## config.mk

```make
export PLATFORM = sky130hd
export DESIGN_NAME = counter_updown_mod
export DESIGN_NICKNAME = d
export VERILOG_FILES = /design/src/rtl/counter_updown_mod.sv
export SDC_FILE = /design/constraint.sdc
export NUM_CORES = 1
export LEC_CHECK = 0
export ABC_AREA = 1
export CAP_MARGIN = 30
export CORE_AREA = 2 2 39 41
export DETAILED_ROUTE_END_ITERATION = 16
export DIE_AREA = 0 0 41 43
export GPL_TIMING_DRIVEN = 1
export PLACE_DENSITY = 0.6
export SETUP_SLACK_MARGIN = 0.5
export SKIP_LAST_GASP = 1
export SYNTH_ARGS = -nofsm -noshare
export SYNTH_HDL_FRONTEND = slang
export SYNTH_SLANG_ARGS = --single-unit
```

## constraint.sdc

```tcl
create_clock -name clock -period 1.5 [get_ports clock]
set_input_delay 0.15 -clock clock [delete_from_list [all_inputs] [get_ports clock]]
set_output_delay 0.15 -clock clock [all_outputs]
set_load 0.05 [all_outputs]
```

## src/rtl/counter_updown_mod.sv

```systemverilog
// Parametrised up/down counter with wrap or saturate at the range limits,
// synchronous clamped load, and terminal-count / wrap-event flags for cascading.
module counter_updown_mod #(
    parameter int unsigned     WIDTH    = 4,
    parameter longint unsigned MODULO   = 16,
    parameter bit              SATURATE = 1'b0
) (
    input  logic             clock,
    input  logic             clear,
    input  logic             enable,
    input  logic             up_down,
    input  logic             load,
    input  logic [WIDTH-1:0] load_value,
    output logic [WIDTH-1:0] Q,
    output logic             terminal_count,
    output logic             wrap
);

    if (WIDTH < 2 || WIDTH > 32) begin : g_bad_width
        $fatal(1, "counter_updown_mod: WIDTH must be in 2..32");
    end
    if (MODULO < 2 || MODULO > (64'd1 << WIDTH)) begin : g_bad_modulo
        $fatal(1, "counter_updown_mod: MODULO must be in 2..2^WIDTH");
    end

    localparam logic [WIDTH-1:0] MAXV = WIDTH'(MODULO - 64'd1);

    logic             at_top;
    logic             at_bot;
    logic [WIDTH-1:0] q_next;
    logic             wrap_next;

    assign at_top         = (Q == MAXV);
    assign at_bot         = (Q == '0);
    assign terminal_count = up_down ? at_top : at_bot;

    // Saturation holds Q but still reports the limit hit on wrap.
    always_comb begin
        q_next    = Q;
        wrap_next = 1'b0;
        if (load) begin
            q_next = (load_value > MAXV) ? MAXV : load_value;
        end else if (enable) begin
            if (up_down) begin
                if (at_top) begin
                    wrap_next = 1'b1;
                    q_next    = SATURATE ? Q : '0;
                end else begin
                    q_next = Q + WIDTH'(1);
                end
            end else begin
                if (at_bot) begin
                    wrap_next = 1'b1;
                    q_next    = SATURATE ? Q : MAXV;
                end else begin
                    q_next = Q - WIDTH'(1);
                end
            end
        end
    end

    always_ff @(posedge clock or negedge clear) begin
        if (!clear) begin
            Q    <= '0;
            wrap <= 1'b0;
        end else begin
            Q    <= q_next;
            wrap <= wrap_next;
        end
    end

endmodule

```

==> results.json, run 1 <==
{
  "synthTopCellsByCount": "nand2_1 (11), inv_1 (9), dfrtp_1 (5), nand3_1 (5), o21ai_0 (4)",
  "met2_length_microns": 614,
  "postSynthCellCount": 49,
  "drc": 0,
  "grt_overflow": 0,
  "cts_root_buf": "clkbuf_4",
  "drv_cap": 0,
  "insertedDiodeCount": 0,
  "vias": 467,
  "first_global_vias": 422,
  "clockBufferDepth": 2,
  "viasPerCell": 4.72,
  "fin_crit_sh_pct": 100,
  "syn_to_final_growth_pct": 113,
  "ys_warn_count": 0,
  "slew_violations": 0,
  "netlist_area_sq_um": 353,
  "dp_hpwl_microns": 642,
  "cts_hold_buf": 0,
  "power.density_mw_per_mm2": 941,
  "numClockSinks": 5,
  "peakVddDrop_uv": 357,
  "reg2reg_depth": 8,
  "yosysSeqAreaShare_pct": 35.5,
  "drt_iter0_markers": 13,
  "ys_ff_latch": 5,
  "skew_ps": 0.725,
  "whs_ps": 128,
  "row_count": 14,
  "clock_latency_ps": 240,
  "fin_util_pct": 54.4,
  "criticalPathCategory": "register to output port",
  "place_congestion": 0.787,
  "die_h_microns": 43,
  "rsz0062_at_grt": "true",
  "p_leak_nw": 0.374,
  "critPathMostFrequentCell": "inv_2",
  "p_clk_share_pct": 21.3,
  "die_w_microns": 41,
  "initial_utilization_pct": 25.5,
  "ant_nets": 0,
  "synth-async-reset-ratio_pct": 100,
  "wl_per_cell_microns": 11.7,
  "r2r_slack_ps": 90,
  "switching_share_pct": 36.7,
  "p_switching_mw": 0.260,
  "grt_usage_pct": 15.8,
  "reg2reg_from": "Q[0]",
  "min_period_ps": 1500,
  "cp.required_ps": 1350,
  "cts_max_level": 1,
  "synth_area_leaders": "dfrtp_1 (35%), nand2_1 (12%), inv_1 (9.6%)",
  "fin_ws_ps": -1.01,
  "tightest_slew_ps": 289,
  "grt_max_degree": 9,
  "comb_power_share_pct": 53.3,
  "hold_class": "primary input to async pin",
  "syn_avg_cell_area_sq_um": 7.20,
  "r2r_end": "Q[2]",
  "path_max_fanout": 3,
  "core_region_area_sq_mm": 0.00138,
  "slowest_stage": "dfrtp_2",
  "yosys.cell_count.top_type": "nand2_1",
  "place_inst": 79,
  "power_mw": 0.709,
  "fmax_ghz": 0.666,
  "arrival_ps": 1350,
  "synth_top_area_cell": "dfrtp_1",
  "start_kind": "register",
  "wl_met1_microns": 466,
  "io_pins": 15,
  "maxSlewHeadroom_pct": 80.7,
  "antenna_found_initial": 0,
  "wl_met3_microns": 40,
  "finalSetupViolations": 1,
  "path_buf_inv": 4,
  "violations": "setup timing",
  "clkTransAtPathRegs_ps": 40,
  "finalHoldViolCount": 0,
  "highest_layer": "met4",
  "cpPeakStageDelay_ps": 430,
  "grt_pass1_wl_microns": 1770,
  "cp_cell_sequence": "inv_2 > ha_4 > inv_4 > nor3_4 > o21ai_2 > inv_2 > buf_12",
  "synthDistinctLibCells": 14,
  "final_nets": 95,
  "cts_buffers": 3,
  "first_pass_iters": 4,
  "yosys.area.top_type_share_pct": 35.5,
  "synth-main-ff-cell": "dfrtp_1",
  "die_area_sq_mm": 0.00176,
  "status": "finished, violations left",
  "worstSetupEndpointType": "output port",
  "layoutNonFillerInstCount": 99,
  "layout-drive-gt1-share_pct": 50.6,
  "synth_fp_nets": 60,
  "p_int_mw": 0.449,
  "cts_tree": "done",
  "critPathTopFamily": "flip-flops",
  "synth_edf_count": 0,
  "pwr-share-seq_pct": 25.4,
  "routed_wl_microns": 1160,
  "portBuffers": 14
}
==> registers in the layout, summed over array words and instances, names as in the netlist <==
name  count
Q         4
wrap      1
==> stage by stage <==
step | setup TNS (ps) | worst slack, ps | cell area [sq um]
2_1_floorplan | 0 | 110 | 369
3_3_place_gp | 0 | 137 | 552
3_5_place_dp | 0 | 127 | 552
4_1_cts | 0 | 44.2 | 687
5_1_grt | -66.4 | -66.4 | 753
6_report | -1.01 | -1.01 | 753
==> logic make-up after synthesis <==
group / share of synthesized area [%]
compound gates: 16.7
xor+xnor: 4.97
fa+ha+maj: 7.09
buf+inv: 10.6
flops: 35.5
simple gates: 25.2
==> how the worst max path moves through the flow <==
stage	from	endpoint	slack [ps]	cells after the start
final	Q[0]	terminal_count	-1	7
after global routing	Q[0]	terminal_count	-70	7
after CTS	Q[1]	terminal_count	40	7
after detailed placement	up_down	terminal_count	130	5
after global placement	up_down	terminal_count	140	5
after floorplan	Q[0]	terminal_count	110	6
==> cells in the final DEF (no fill, tap or decap) <==
cell,netlist,final
a22oi_1,3,3
buf_4,0,14
a21oi_2,1,1
nand2_1,11,11
dfrtp_1,5,1
buf_12,0,3
ha_2,0,1
o21ai_0,4,1
inv_4,0,1
dfrtp_2,0,4
buf_6,0,4
buf_8,0,1
xor2_1,2,2
clkdlybuf4s50_1,0,7
dlymetal6s2s_1,0,1
o21ai_2,0,2
o211ai_1,1,1
o21ai_1,0,1
nor2_1,3,1
nor2_2,0,2
inv_1,9,5
inv_2,1,4
ha_4,0,1
nand3_1,5,5
nand4_1,1,1
clkbuf_1,0,1
clkbuf_4,0,3
nor3_4,0,1
==> layer usage <==
metal | GRT usage, % | up-vias
li1 | - | 228
met1 | 18.3 | 222
met2 | 23.1 | 13
met3 | 3.14 | 4
met4 | 14.0 | 0
met5 | 0 | -
==> power groups by stage <==
stage | combinational, mW | clock, mW | sequential, mW
after floorplan | 0.0928 | 0 | 0.231
after global placement | 0.236 | 0 | 0.193
after detailed placement | 0.239 | 0 | 0.192
after CTS | 0.328 | 0.160 | 0.178
after global routing | 0.401 | 0.170 | 0.182
final | 0.378 | 0.151 | 0.180
==> timing repair <==
action                                  in CTS  in global routing
cloned                                       0                  0
pin swaps                                    4                  4
buffers inserted                            10                  6
endpoints found under the hold margin        0                  0
gates resized for setup                     10                  8
endpoints found under the setup margin       9                 10
==> worst reg2reg max path, stage by stage, from the launching register on <==
cell	delay, ps
dfrtp_2	430
inv_2	90
ha_4	140
inv_4	40
buf_4	120
buf_6	100
o21ai_2	130
xor2_1	150
o21ai_1	80
==> cell type report <==
class | instances | area [sq um]
Fill cell | 123 | 631
Tap cell | 16 | 20.0
Timing Repair Buffer | 30 | 308
Inverter | 10 | 40.0
Sequential cell | 5 | 130
Multi-Input combinational cell | 34 | 229
Clock buffer | 4 | 26.3
No activity file was read; power rests on OpenSTA's default activity.
==> inputs of run 2 (changes only) <==
CTS_BUF_LIST = sky130_fd_sc_hd__clkbuf_4   (was not set)
GPL_TIMING_DRIVEN = 0   (was 1)
==> results.json, run 2 (synthesis results as in run 1) <==
{
  "status": "completed",
  "first_global_vias": 415,
  "hold_class": "primary input to async pin",
  "r2r_slack_ps": 170,
  "initial_utilization_pct": 25.5,
  "largest_reg_flops": 4,
  "cp.required_ps": 1350,
  "fin_area_sq_um": 648,
  "fin_ws_ps": 13.1,
  "wl_per_cell_microns": 11.1,
  "arrival_ps": 1340,
  "first_pass_iters": 5,
  "drt_iter0_markers": 13,
  "fmax_ghz": 0.673,
  "reg_top3": "Q (4), wrap (1)",
  "cts_max_level": 1,
  "drv_cap": 0,
  "cts_hold_buf": 0,
  "antenna_found_initial": 0,
  "cts_root_buf": "clkbuf_4",
  "io_pins": 15,
  "portBuffers": 14,
  "worstSetupEndpointType": "output port",
  "tightest_slew_ps": 288,
  "p_int_mw": 0.403,
  "reg2reg_from": "Q[0]",
  "placed_area_sq_um": 529,
  "finalHoldViolCount": 0,
  "fillers": 139,
  "place_congestion": 0.761,
  "clock_latency_ps": 240,
  "p_switching_mw": 0.238,
  "maxSlewHeadroom_pct": 80.8,
  "drc": 0,
  "fin_crit_sh_pct": 99.1,
  "pwr-share-seq_pct": 28.0,
  "cpPeakStageDelay_ps": 430,
  "grt_overflow": 0,
  "syn_to_final_growth_pct": 83.7,
  "skew_ps": 3.91,
  "clkTransAtPathRegs_ps": 40,
  "final_cell_mix": "nand2_1 (11), clkdlybuf4s50_1 (8), buf_4 (7)",
  "cts_buffers": 3,
  "die_h_microns": 43,
  "cts_tree": "done",
  "layout_commonest_cell": "nand2_1",
  "r2r_end": "Q[2]",
  "grt_usage_pct": 14.8,
  "insertedDiodeCount": 0,
  "die_area_sq_mm": 0.00176,
  "p_clk_share_pct": 26.3,
  "p_leak_nw": 0.313,
  "numClockSinks": 5,
  "top_register": "Q",
  "comb_power_share_pct": 45.7,
  "min_period_ps": 1490,
  "dp_hpwl_microns": 596,
  "viasPerCell": 4.67,
  "reg2reg_depth": 7,
  "ant_nets": 0,
  "rsz0062_at_grt": "true",
  "routed_wl_microns": 997,
  "layout-drive-gt1-share_pct": 45.9,
  "start_kind": "register",
  "critPathMostFrequentCell": "inv_2",
  "grt_pass1_wl_microns": 1730,
  "switching_share_pct": 37.1,
  "slew_violations": 0,
  "final_nets": 86,
  "criticalPathCategory": "register to output port",
  "core_region_area_sq_mm": 0.00138,
  "vias": 420,
  "post-place-ws_ps": -483,
  "power.density_mw_per_mm2": 990,
  "path_max_fanout": 3,
  "die_w_microns": 41,
  "slowest_stage": "dfrtp_2",
  "cp_cell_sequence": "inv_2 > ha_4 > inv_2 > nor3_4 > o21ai_2 > inv_2 > buf_8",
  "peakVddDrop_uv": 389,
  "finalSetupViolations": 0,
  "clockBufferDepth": 2,
  "row_count": 14,
  "grt_max_degree": 9
}
==> run 2: metal layers <==
metal  vias up  track usage, %  routed length [microns]
li1        211               -                        -
met1       192            18.5                      385
met2        15            22.5                      547
met3         2            3.14                       50
met4         0            8.00                       14
met5         -               0                        0
==> run 2: worst max-delay path by stage <==
stage | start | endpoint | slack (ps) | cells after the start
floorplan | Q[0] | terminal_count | 110 | 6
global placement | Q[0] | terminal_count | -470 | 7
detailed placement | Q[0] | terminal_count | -480 | 7
CTS | Q[0] | terminal_count | 40 | 7
global route | Q[1] | terminal_count | -40 | 7
finish | Q[0] | terminal_count | 10 | 7
==> run 2: critical path: cells and delay by family, from the launching register on <==
kind / cells / cell delay [ps]
fa+ha+maj: 1 / 130
buf+inv: 4 / 320
compound gates: 1 / 90
flops: 1 / 430
simple gates: 1 / 130
==> run 2: power groups by stage <==
stage          registers (mW)  clock network (mW)  logic (mW)
2_1_floorplan           0.231                   0      0.0928
3_3_place_gp            0.188                   0       0.217
3_5_place_dp            0.188                   0       0.219
4_1_cts                 0.176               0.174       0.284
5_1_grt                 0.182               0.189       0.318
6_report                0.179               0.169       0.293
==> run 2: metrics by stage <==
stage	std cells	setup TNS [ps]	hold WS, ps	power (mW)	utilization, %
6_report	90	0	129	0.641	46.8
5_1_grt	90	-38.3	130	0.690	46.8
4_1_cts	90	0	126	0.634	45.8
3_5_place_dp	79	-483	378	0.406	38.2
3_3_place_gp	79	-466	382	0.405	38.2
2_1_floorplan	49	0	-146	0.324	-
==> run 2: layout make-up <==
| class | count | area (sq um) | share of cell area [%] |
|---|---|---|---|
| well taps | 16 | 20.0 | 3.09 |
| multi-input cells | 34 | 229 | 35.3 |
| inverters | 10 | 37.5 | 5.79 |
| repair buffers | 21 | 201 | 31.1 |
| clock buffers | 4 | 30.0 | 4.63 |
| flip-flops and latches | 5 | 130 | 20.1 |
==> run 2: what timing repair did <==
item,CTS,global route
hold endpoints to repair,0,0
pin swaps,6,0
setup endpoints to repair,10,10
resized for setup,48,4
buffers inserted,7,0
==> inputs of run 3 (changes only) <==
--- a/config.mk
+++ b/config.mk
@@ -9,5 +9,5 @@
 export CAP_MARGIN = 30
 export CORE_AREA = 2 2 39 41
-export CTS_BUF_LIST = sky130_fd_sc_hd__clkbuf_4
+export CTS_BUF_LIST = sky130_fd_sc_hd__clkbuf_8
 export DETAILED_ROUTE_END_ITERATION = 16
 export DIE_AREA = 0 0 41 43
==> constraint.sdc (replaced) <==
create_clock -name clock -period 1.5 [get_ports clock]
set_input_delay 0.225 -clock clock [delete_from_list [all_inputs] [get_ports clock]]
set_output_delay 0.225 -clock clock [all_outputs]
set_load 0.05 [all_outputs]
==> results.json, run 3 (synthesis results as in run 1) <==
{
  "status": "finished, violations left",
  "violations": "setup timing",
  "die_area_sq_mm": 0.00176,
  "largest_reg_flops": 4,
  "place_congestion": 0.761,
  "numClockSinks": 5,
  "p_clk_share_pct": 32.0,
  "rsz0062_at_grt": "true",
  "row_count": 14,
  "criticalPathCategory": "register to output port",
  "p_switching_mw": 0.258,
  "r2r_end": "Q[3]",
  "fin_crit_sh_pct": 103,
  "first_pass_iters": 4,
  "viasPerCell": 4.81,
  "arrival_ps": 1320,
  "drt_iter0_markers": 11,
  "layout-drive-gt1-share_pct": 46.8,
  "grt_usage_pct": 14.3,
  "clockBufferDepth": 2,
  "antenna_found_initial": 0,
  "path_max_fanout": 3,
  "die_h_microns": 43,
  "drv_cap": 0,
  "reg_top3": "Q (4), wrap (1)",
  "grt_overflow": 0,
  "vias": 447,
  "syn_to_final_growth_pct": 98.6,
  "cts_buffers": 3,
  "tightest_slew_ps": 310,
  "reg2reg_from": "Q[0]",
  "cp.required_ps": 1270,
  "comb_power_share_pct": 43.8,
  "io_pins": 15,
  "grt_max_degree": 9,
  "min_period_ps": 1540,
  "skew_ps": 2.57,
  "peakVddDrop_uv": 497,
  "grt_pass1_wl_microns": 1720,
  "finalHoldViolCount": 0,
  "fin_util_pct": 50.6,
  "hold_class": "primary input to async pin",
  "maxSlewHeadroom_pct": 79.3,
  "top_register": "Q",
  "worstSetupEndpointType": "output port",
  "layout_commonest_cell": "nand2_1",
  "finalSetupViolations": 1,
  "die_w_microns": 41,
  "place_inst": 79,
  "drc": 0,
  "pwr-share-seq_pct": 24.3,
  "routed_wl_microns": 1070,
  "placed_area_sq_um": 529,
  "final_nets": 89,
  "fin_ws_ps": -41.5,
  "dp_hpwl_microns": 596,
  "ant_nets": 0,
  "p_leak_nw": 0.343,
  "insertedDiodeCount": 0,
  "cts_hold_buf": 0,
  "fmax_ghz": 0.649,
  "portBuffers": 14,
  "wl_per_cell_microns": 11.5,
  "clock_latency_ps": 220,
  "p_int_mw": 0.483,
  "initial_utilization_pct": 25.5,
  "cts_max_level": 1,
  "slew_violations": 0,
  "layoutNonFillerInstCount": 93,
  "r2r_slack_ps": 170,
  "power.density_mw_per_mm2": 1060,
  "core_region_area_sq_mm": 0.00138,
  "reg2reg_depth": 10,
  "cts_root_buf": "clkbuf_8",
  "switching_share_pct": 34.8,
  "fin_area_sq_um": 701,
  "cts_tree": "done",
  "start_kind": "register",
  "final_cell_mix": "nand2_1 (10), buf_4 (8), inv_1 (6), clkdlybuf4s50_1 (6)",
  "clkTransAtPathRegs_ps": 30,
  "first_global_vias": 415
}
[run 3: changes by cell type in the layout (fill, tap and decap cells not counted), moves of 2 or more]
cell             change
dlygate4sd2_1        +2
clkbuf_8             +3
clkdlybuf4s50_1      -2
clkbuf_4             -4
buf_6                +2
[run 3: worst max-delay path: stages, from the launching register on]
cell and delay, ps:
dfrtp_2 430, inv_2 90, ha_4 130, inv_2 40
nor3_4 120, o21ai_2 90, inv_2 70, buf_8 130
[run 3: routing by layer]
layer	vias up	track usage, %	part of all wire, %
met5	-	0	0
met4	0	6.00	2.2
met3	4	1.57	4.8
met2	20	23.1	54
met1	208	18.2	39
li1	215	-	-
[run 3: worst max path at each step]
stage                     depth (start not counted)    start             end
after floorplan                                   6     Q[0]  terminal_count
after global placement                            5  up_down  terminal_count
after detailed placement                          7     Q[0]  terminal_count
after CTS                                         7     Q[0]  terminal_count
after global routing                              7     Q[1]  terminal_count
final                                             7     Q[0]  terminal_count
[run 3: layout make-up]
type | instances | area (sq um)
multi-input cells | 34 | 229
inverters | 10 | 37.5
repair buffers | 24 | 239
clock inverters | 1 | 3.75
clock buffers | 3 | 41.3
fillers | 136 | 683
well taps | 16 | 20.0
flip-flops and latches | 5 | 130
[run 3: power by group through the flow]
stage	combinational [mW]	clock, mW	sequential (mW)
4_1_cts	0.286	0.241	0.177
3_3_place_gp	0.217	0	0.188
5_1_grt	0.348	0.258	0.182
6_report	0.324	0.237	0.180
2_1_floorplan	0.0928	0	0.231
3_5_place_dp	0.219	0	0.188
[run 3: what timing repair did]
action,4_1_cts,5_1_grt
pin swaps,6,3
setup buffers,7,3
gates resized for setup,52,7
cloned,0,0
setup endpoints to repair,11,9
[run 3: stage by stage]
stage / hold WS [ps] / power (mW) / setup WS (ps) / setup TNS, ps
detailed placement: 453 / 0.406 / -558 / -608
finish: 221 / 0.740 / -41.5 / -41.5
global placement: 457 / 0.405 / -560 / -626
floorplan: -70.6 / 0.324 / 35.1 / 0
global route: 233 / 0.789 / -81.2 / -81.2
CTS: 225 / 0.703 / -8.93 / -8.93
